<file path="src/rtl/line_burst_adaptor_pkg.sv">
// Shared types and default geometry for the line-to-beat burst adaptor.
package line_burst_adaptor_pkg;

    localparam int LINE_W_DEF  = 256;
    localparam int BEAT_W_DEF  = 64;
    localparam int ADDR_W_DEF  = 32;
    localparam int BEATS       = LINE_W_DEF / BEAT_W_DEF;
    localparam int OFFSET_BITS = $clog2(LINE_W_DEF / 8);

    localparam logic [1:0] ST_IDLE     = 2'd0;
    localparam logic [1:0] ST_RD_BURST = 2'd1;
    localparam logic [1:0] ST_WR_BURST = 2'd2;
    localparam logic [1:0] ST_DONE     = 2'd3;

    typedef enum logic [1:0] {
        IDLE     = ST_IDLE,
        RD_BURST = ST_RD_BURST,
        WR_BURST = ST_WR_BURST,
        DONE     = ST_DONE
    } lba_state_e;

    // A single-beat line still needs a one-bit counter to stay legal.
    function automatic int cnt_width(input int beats);
        return (beats > 1) ? $clog2(beats) : 1;
    endfunction

endpackage

</file>
<file path="src/rtl/line_beat_buffer.sv">
// Line-wide register addressable per beat, with a full-line load port.
module line_beat_buffer #(
    parameter int LINE_W = 256,
    parameter int BEAT_W = 64,
    parameter int IDX_W  = 2
) (
    input  logic              clk,
    input  logic              rst,
    input  logic              load_i,
    input  logic [LINE_W-1:0] line_i,
    input  logic              beat_we_i,
    input  logic [IDX_W-1:0]  beat_wr_idx_i,
    input  logic [BEAT_W-1:0] beat_i,
    input  logic [IDX_W-1:0]  beat_rd_idx_i,
    output logic [BEAT_W-1:0] beat_o,
    output logic [LINE_W-1:0] line_o
);
    localparam int NBEATS = LINE_W / BEAT_W;

    genvar gi;
    generate
        for (gi = 0; gi < NBEATS; gi++) begin : g_beat
            logic [BEAT_W-1:0] beat_q;

            always_ff @(posedge clk or posedge rst) begin
                if (rst) begin
                    beat_q <= '0;
                end else if (load_i) begin
                    beat_q <= line_i[gi*BEAT_W +: BEAT_W];
                end else if (beat_we_i && (beat_wr_idx_i == IDX_W'(gi))) begin
                    beat_q <= beat_i;
                end
            end

            assign line_o[gi*BEAT_W +: BEAT_W] = beat_q;
        end
    endgenerate

    assign beat_o = line_o[beat_rd_idx_i*BEAT_W +: BEAT_W];

endmodule

</file>
<file path="src/rtl/line_burst_adaptor.sv">
// Turns whole-line pmem requests into fixed-length DRAM beat bursts.
// Optional protocol checker enabled by LINE_BURST_ADAPTOR_CHECK_EN.
module line_burst_adaptor
    import line_burst_adaptor_pkg::*;
#(
    parameter int LINE_W = LINE_W_DEF,
    parameter int BEAT_W = BEAT_W_DEF,
    parameter int ADDR_W = ADDR_W_DEF
) (
    input  logic              clk,
    input  logic              rst,
    input  logic              pmem_read,
    input  logic              pmem_write,
    input  logic [ADDR_W-1:0] pmem_address,
    input  logic [LINE_W-1:0] pmem_wdata,
    output logic [LINE_W-1:0] pmem_rdata,
    output logic              pmem_resp,
    output logic              dram_read,
    output logic              dram_write,
    output logic [ADDR_W-1:0] dram_address,
    output logic [BEAT_W-1:0] dram_wdata,
    input  logic [BEAT_W-1:0] dram_rdata,
    input  logic              dram_resp,
    output logic              proto_err
);
    localparam int NBEATS = LINE_W / BEAT_W;
    localparam int CNT_W  = cnt_width(NBEATS);
    localparam int OFF    = $clog2(LINE_W / 8);
    localparam logic [ADDR_W-1:0] ADDR_MASK = {{(ADDR_W-OFF){1'b1}}, {OFF{1'b0}}};

    lba_state_e        state_q, state_d;
    logic [CNT_W-1:0]  cnt_q, cnt_d;
    logic [ADDR_W-1:0] addr_q, addr_d;
    logic              wline_load;
    logic              rbeat_we;
    logic [BEAT_W-1:0] wbeat;
    logic [BEAT_W-1:0] rbuf_beat_unused;
    logic [LINE_W-1:0] wbuf_line_unused;

    always_comb begin
        state_d    = state_q;
        cnt_d      = cnt_q;
        addr_d     = addr_q;
        wline_load = 1'b0;
        rbeat_we   = 1'b0;
        case (state_q)
            IDLE: begin
                if (pmem_read) begin
                    state_d = RD_BURST;
                    addr_d  = pmem_address & ADDR_MASK;
                    cnt_d   = '0;
                end else if (pmem_write) begin
                    state_d    = WR_BURST;
                    addr_d     = pmem_address & ADDR_MASK;
                    cnt_d      = '0;
                    wline_load = 1'b1;
                end
            end
            RD_BURST: begin
                if (dram_resp) begin
                    rbeat_we = 1'b1;
                    cnt_d    = cnt_q + CNT_W'(1);
                    if (cnt_q == CNT_W'(NBEATS - 1)) state_d = DONE;
                end
            end
            WR_BURST: begin
                if (dram_resp) begin
                    cnt_d = cnt_q + CNT_W'(1);
                    if (cnt_q == CNT_W'(NBEATS - 1)) state_d = DONE;
                end
            end
            DONE:    state_d = IDLE;
            default: state_d = IDLE;
        endcase
    end

    always_ff @(posedge clk or posedge rst) begin
        if (rst) begin
            state_q <= IDLE;
            cnt_q   <= '0;
            addr_q  <= '0;
        end else begin
            state_q <= state_d;
            cnt_q   <= cnt_d;
            addr_q  <= addr_d;
        end
    end

    // Separate read and write lines so a write burst never disturbs pmem_rdata.
    line_beat_buffer #(.LINE_W(LINE_W), .BEAT_W(BEAT_W), .IDX_W(CNT_W)) u_rd_buf (
        .clk           (clk),
        .rst           (rst),
        .load_i        (1'b0),
        .line_i        ('0),
        .beat_we_i     (rbeat_we),
        .beat_wr_idx_i (cnt_q),
        .beat_i        (dram_rdata),
        .beat_rd_idx_i (cnt_q),
        .beat_o        (rbuf_beat_unused),
        .line_o        (pmem_rdata)
    );

    line_beat_buffer #(.LINE_W(LINE_W), .BEAT_W(BEAT_W), .IDX_W(CNT_W)) u_wr_buf (
        .clk           (clk),
        .rst           (rst),
        .load_i        (wline_load),
        .line_i        (pmem_wdata),
        .beat_we_i     (1'b0),
        .beat_wr_idx_i (cnt_q),
        .beat_i        ('0),
        .beat_rd_idx_i (cnt_q),
        .beat_o        (wbeat),
        .line_o        (wbuf_line_unused)
    );

    assign pmem_resp    = (state_q == DONE);
    assign dram_read    = (state_q == RD_BURST);
    assign dram_write   = (state_q == WR_BURST);
    assign dram_address = addr_q;
    assign dram_wdata   = dram_write ? wbeat : '0;

`ifdef LINE_BURST_ADAPTOR_CHECK_EN
    logic              err_q;
    logic [ADDR_W-1:0] raw_addr_q;
    logic              in_burst;
    logic              viol;

    assign in_burst = (state_q == RD_BURST) || (state_q == WR_BURST);
    assign viol = (pmem_read && pmem_write)
               || ((state_q == RD_BURST) && !pmem_read)
               || ((state_q == WR_BURST) && !pmem_write)
               || (in_burst && (pmem_address != raw_addr_q));

    // Raw address is tracked while idle so the full request address is compared.
    always_ff @(posedge clk or posedge rst) begin
        if (rst) begin
            err_q      <= 1'b0;
            raw_addr_q <= '0;
        end else begin
            if (state_q == IDLE) raw_addr_q <= pmem_address;
            if (viol) err_q <= 1'b1;
        end
    end

    assign proto_err = err_q;
`else
    assign proto_err = 1'b0;
`endif

endmodule

</file>
<file path="config.mk">
export PLATFORM = sky130hd
export DESIGN_NAME = line_burst_adaptor
export DESIGN_NICKNAME = d
export VERILOG_FILES = /design/src/rtl/line_burst_adaptor_pkg.sv /design/src/rtl/line_beat_buffer.sv /design/src/rtl/line_burst_adaptor.sv
export SDC_FILE = /design/constraint.sdc
export NUM_CORES = 1
export LEC_CHECK = 0
export CORE_MARGIN = 2
export CORE_UTILIZATION = 30
export DETAILED_ROUTE_END_ITERATION = 10
export PLACE_DENSITY = 0.54
export SLEW_MARGIN = 30
export SYNTH_ARGS = -nofsm -noshare
export SYNTH_HDL_FRONTEND = slang
export SYNTH_HIERARCHICAL = 1
export SYNTH_SLANG_ARGS = --single-unit
</file>
<file path="constraint.sdc">
create_clock -name clk -period 10.74 [get_ports clk]
set_input_delay 2.685 -clock clk [delete_from_list [all_inputs] [get_ports clk]]
set_output_delay 2.685 -clock clk [all_outputs]
set_load 0.03 [all_outputs]
</file>
After elaboration in Yosys (flattened, before gate mapping):

Cells that the tools add are included.

* output and inout bits: 356
* word-level logic and storage cells: 51
* input bits: 357
* bits in registers: 548

* reductions and logical operators: 12
* equal/unequal tests: 9
* multiplexer cells: 17
* shift-type cells: 1
* add/sub/neg operators: 1

Operators with widths (count)
* $shiftx A256 B9 Y64: 1
* $mux W32: 2
* $mux W64: 1
* $mux W2: 7
* $eq A2 B2 Y1 const B: 4
* $pmux W2 S3: 1
* $reduce_and A3 Y1: 2
* $mux W1: 5
* $eq A2 B1 Y1 const B: 2
* $logic_and A1 B1 Y1: 4
* $logic_not A2 Y1: 2
* $ne A2 B1 Y1 const B: 2
* $pmux W2 S2: 1
* $reduce_bool A2 Y1: 2
* $ne A3 B3 Y1 const B: 1
* $add A2 B1 Y2 const B: 1
* $reduce_and A2 Y1: 1
* $reduce_or A2 Y1: 1

Depth between registers and ports, before layout:

* depth after elaboration: 4
* gate-level depth with buffers: 11
* gate-level depth less buffers: 7

By module:

Netlist, hierarchy kept.

By module, submodules not included
* line_beat_buffer: times used 2, cells each 1243, sequential area each 6406.1 µm², area an instance 13970.9 µm²
* line_burst_adaptor: times used 1, cells each 170, sequential area each 775.7 µm², area an instance 1821.7 µm²

Least setup slack after synthesis:

Ideal clock, no wire load.

* kind: register to output
* start point: register cnt_q[0]
* end point: output dram_wdata[43]
* required time: 8.055 ns
* stages on the path, launching flop included: 5
* slack: 6.202 ns
* path buffers: 2
* arrival: 1.853 ns
* cell sequence: dfrtp_1 buf_4 buf_2 mux4_2 and2_1

* word-level cells in the longest chain between the ends: 2

Ends and longest elaborated chain
* start, declared: RTL line line_burst_adaptor.sv:32 `logic [CNT_W-1:0] cnt_q, cnt_d;`
* start signal, assigned: RTL line line_burst_adaptor.sv:84 `cnt_q <= cnt_d;`
* $shiftx A256 B9 Y64: RTL line line_beat_buffer.sv:39 `assign beat_o = line_o[beat_rd_idx_i*BEAT_W +: BEAT_W];`
* named net wbeat[43]: RTL line line_burst_adaptor.sv:36 `logic [BEAT_W-1:0] wbeat;`
* $mux W64: RTL line line_burst_adaptor.sv:120 `assign dram_wdata = dram_write ? wbeat : '0;`
* end, declared: RTL line line_burst_adaptor.sv:21 `output logic [BEAT_W-1:0] dram_wdata,`

The timed path passes the listed nets, and every way through them passes these cells.

Final worst setup path:

* start point: register cnt_q[1]
* end point: output dram_wdata[35]

The elaborated chain is that of the path after synthesis.

==> qor.csv <==
metric,value,unit
status,completed,
worst hold path type,reg -> reg,
All-Layer GR Usage,18.7,%
DR vias/cell,4.31,
initial antenna violation count,21,
PostCTS Resize Cnt,0,
global-route wire length before repair,138000,um
final setup skew,0.0175,ns
crit-path max FO,38,
Fin. Hold Viols,0,
max frequency,155,MHz
DP HPWL,63700,um
mean post-synth cell area,11.0,um2
Top Ports,713,
ANT nets after route,0,
Clock Tree Buf Depth,3,
gr ovfl total,0,
Post CTS Setup Buffer Count,0,
R2R Setup Slk,7.39,ns
Post-CTS Hold Buffers,0,
grt peak-use layer,met2,
chip width,311,um
Area Growth Syn to Fin,38.9,%
WL final,91300,um
Setup crit end,dram_wdata[35],
Worst Setup SP,cnt_q[1],
vias in the first global route,21000,
Reg2Reg Depth,8,
DR WL/cell,18.9,um
Crit Reg-Reg Startpoint,state_q[0],
Final min period,6.47,ns
layout cells sized above 1,17.1,%
Final Cell Area,0.0392,mm2
setup TNS,0,ns
die height,311,um
Final #Nets,3893,
CTS tree,built,
placed inst area,0.0369,mm2
pin count of the biggest net entering global routing,325,
drt first pass iters,5,
routing usage on met2,31.8,%
fin cells,4840,
maximum vdd drop,0.125,mV
via count,20900,
placed cell count,4712,
M1 GR Usage,22.9,%
Max Slew Vio Count,0,
Reg-to-Reg End,u_wr_buf/g_beat[3].beat_q[12],
Rows,112,
H-tree levels,3,
critical path class,reg -> out,
most frequent cells in the layout,"901 x nand2_1, 701 x clkdlybuf4s50_1, 541 x dfrtp_1",
max-cap viol count,0,
yosys warns,6,
core area,0.0933,mm2
"CTS clk-pin slew, worst paths",0.06,ns
Root Driver,clkbuf_16,
# DRC,0,
clk sinks,543,
Initial Utilization,30.2,%
Iter 0 DRT Violations,1141,
RSZ-0062 raised after global routing,no,
Worst-Margin Slew,0.989,ns
setup violators final,0,
met3 usage,5.36,%
startpoint types,flop,
max_slew headroom,34.1,%
CP arrival,3.78,ns
PwrDens,249,mW/mm2
WHS,0.501,ns
Crit. End Element,output pin,
Tcrit/Tclk final,60.2,%
"commonest non-fill, non-tap cell in the layout",nand2_1,
Die Area,0.0966,mm2
Clock Latency Late Sink,0.61,ns
PortBufs,701,
Routability Congestion,0.793,
Crit path required time,8.06,ns
Leakage,17.3,nW
total CTS buffers,68,
Mapped Cells,2578,
Mapped Area,0.0282,mm2
-- layout make-up --
cell class | count | area (um2)
well taps | 1254 | 1570
flip-flops and latches | 543 | 13600
clock buffers | 100 | 2010
clock inverters | 15 | 213
inverters | 9 | 48.8
diodes | 11 | 27.5
repair buffers | 721 | 7280
fillers | 9183 | 54100
multi-input cells | 2187 | 14500
-- metal layers --
metal | vias up | routed length (um)
met3 | 137 | 5860
li1 | 10200 | -
met2 | 581 | 44300
met1 | 9929 | 38700
met4 | 20 | 2260
met5 | - | 133
-- per-stage QoR --
step	utilization (%)	worst slack (ns)	power, W
after floorplan	-	1.01	0.00612
after global placement	39.5	4.57	0.00745
after detailed placement	39.5	4.46	0.00751
after CTS	41.9	4.12	0.00990
after global routing	42.0	4.07	0.0103
final	42.0	4.27	0.00977
-- state kept, by name, summed over array words and instances, names as in the netlist --
register / count
u_rd_buf/g_beat.beat_q: 256
dram_address: 27
u_wr_buf/g_beat.beat_q: 256
cnt_q: 2
state_q: 2
-- power breakdown --
part	total, W	internal (W)	switching [W]
Sequential	0.00322	0.00278	0.000443
Clock	0.00233	0.00139	0.000931
Combinational	0.00422	0.00215	0.00208
-- worst min path at each step --
stage | endpoint | from | cells past startpoint
3_5_place_dp | u_wr_buf/g_beat[1].beat_q[4] | u_wr_buf/g_beat[1].beat_q[4] | 1
6_report | u_wr_buf/g_beat[1].beat_q[17] | u_wr_buf/g_beat[1].beat_q[17] | 1
4_1_cts | u_wr_buf/g_beat[1].beat_q[4] | u_wr_buf/g_beat[1].beat_q[4] | 1
2_1_floorplan | u_wr_buf/g_beat[1].beat_q[0] | u_wr_buf/g_beat[1].beat_q[0] | 1
5_1_grt | u_rd_buf/g_beat[1].beat_q[20] | u_rd_buf/g_beat[1].beat_q[20] | 1
3_3_place_gp | u_wr_buf/g_beat[1].beat_q[16] | u_wr_buf/g_beat[1].beat_q[16] | 1
-- worst max-delay path, cell delays in order, from the launching register on --
cell and delay, ns:
dfrtp_4 0.89, buf_4 0.78, mux4_2 0.60, and2_1 0.18
clkdlybuf4s50_1 0.67
Power figures use the tool's default switching activity.
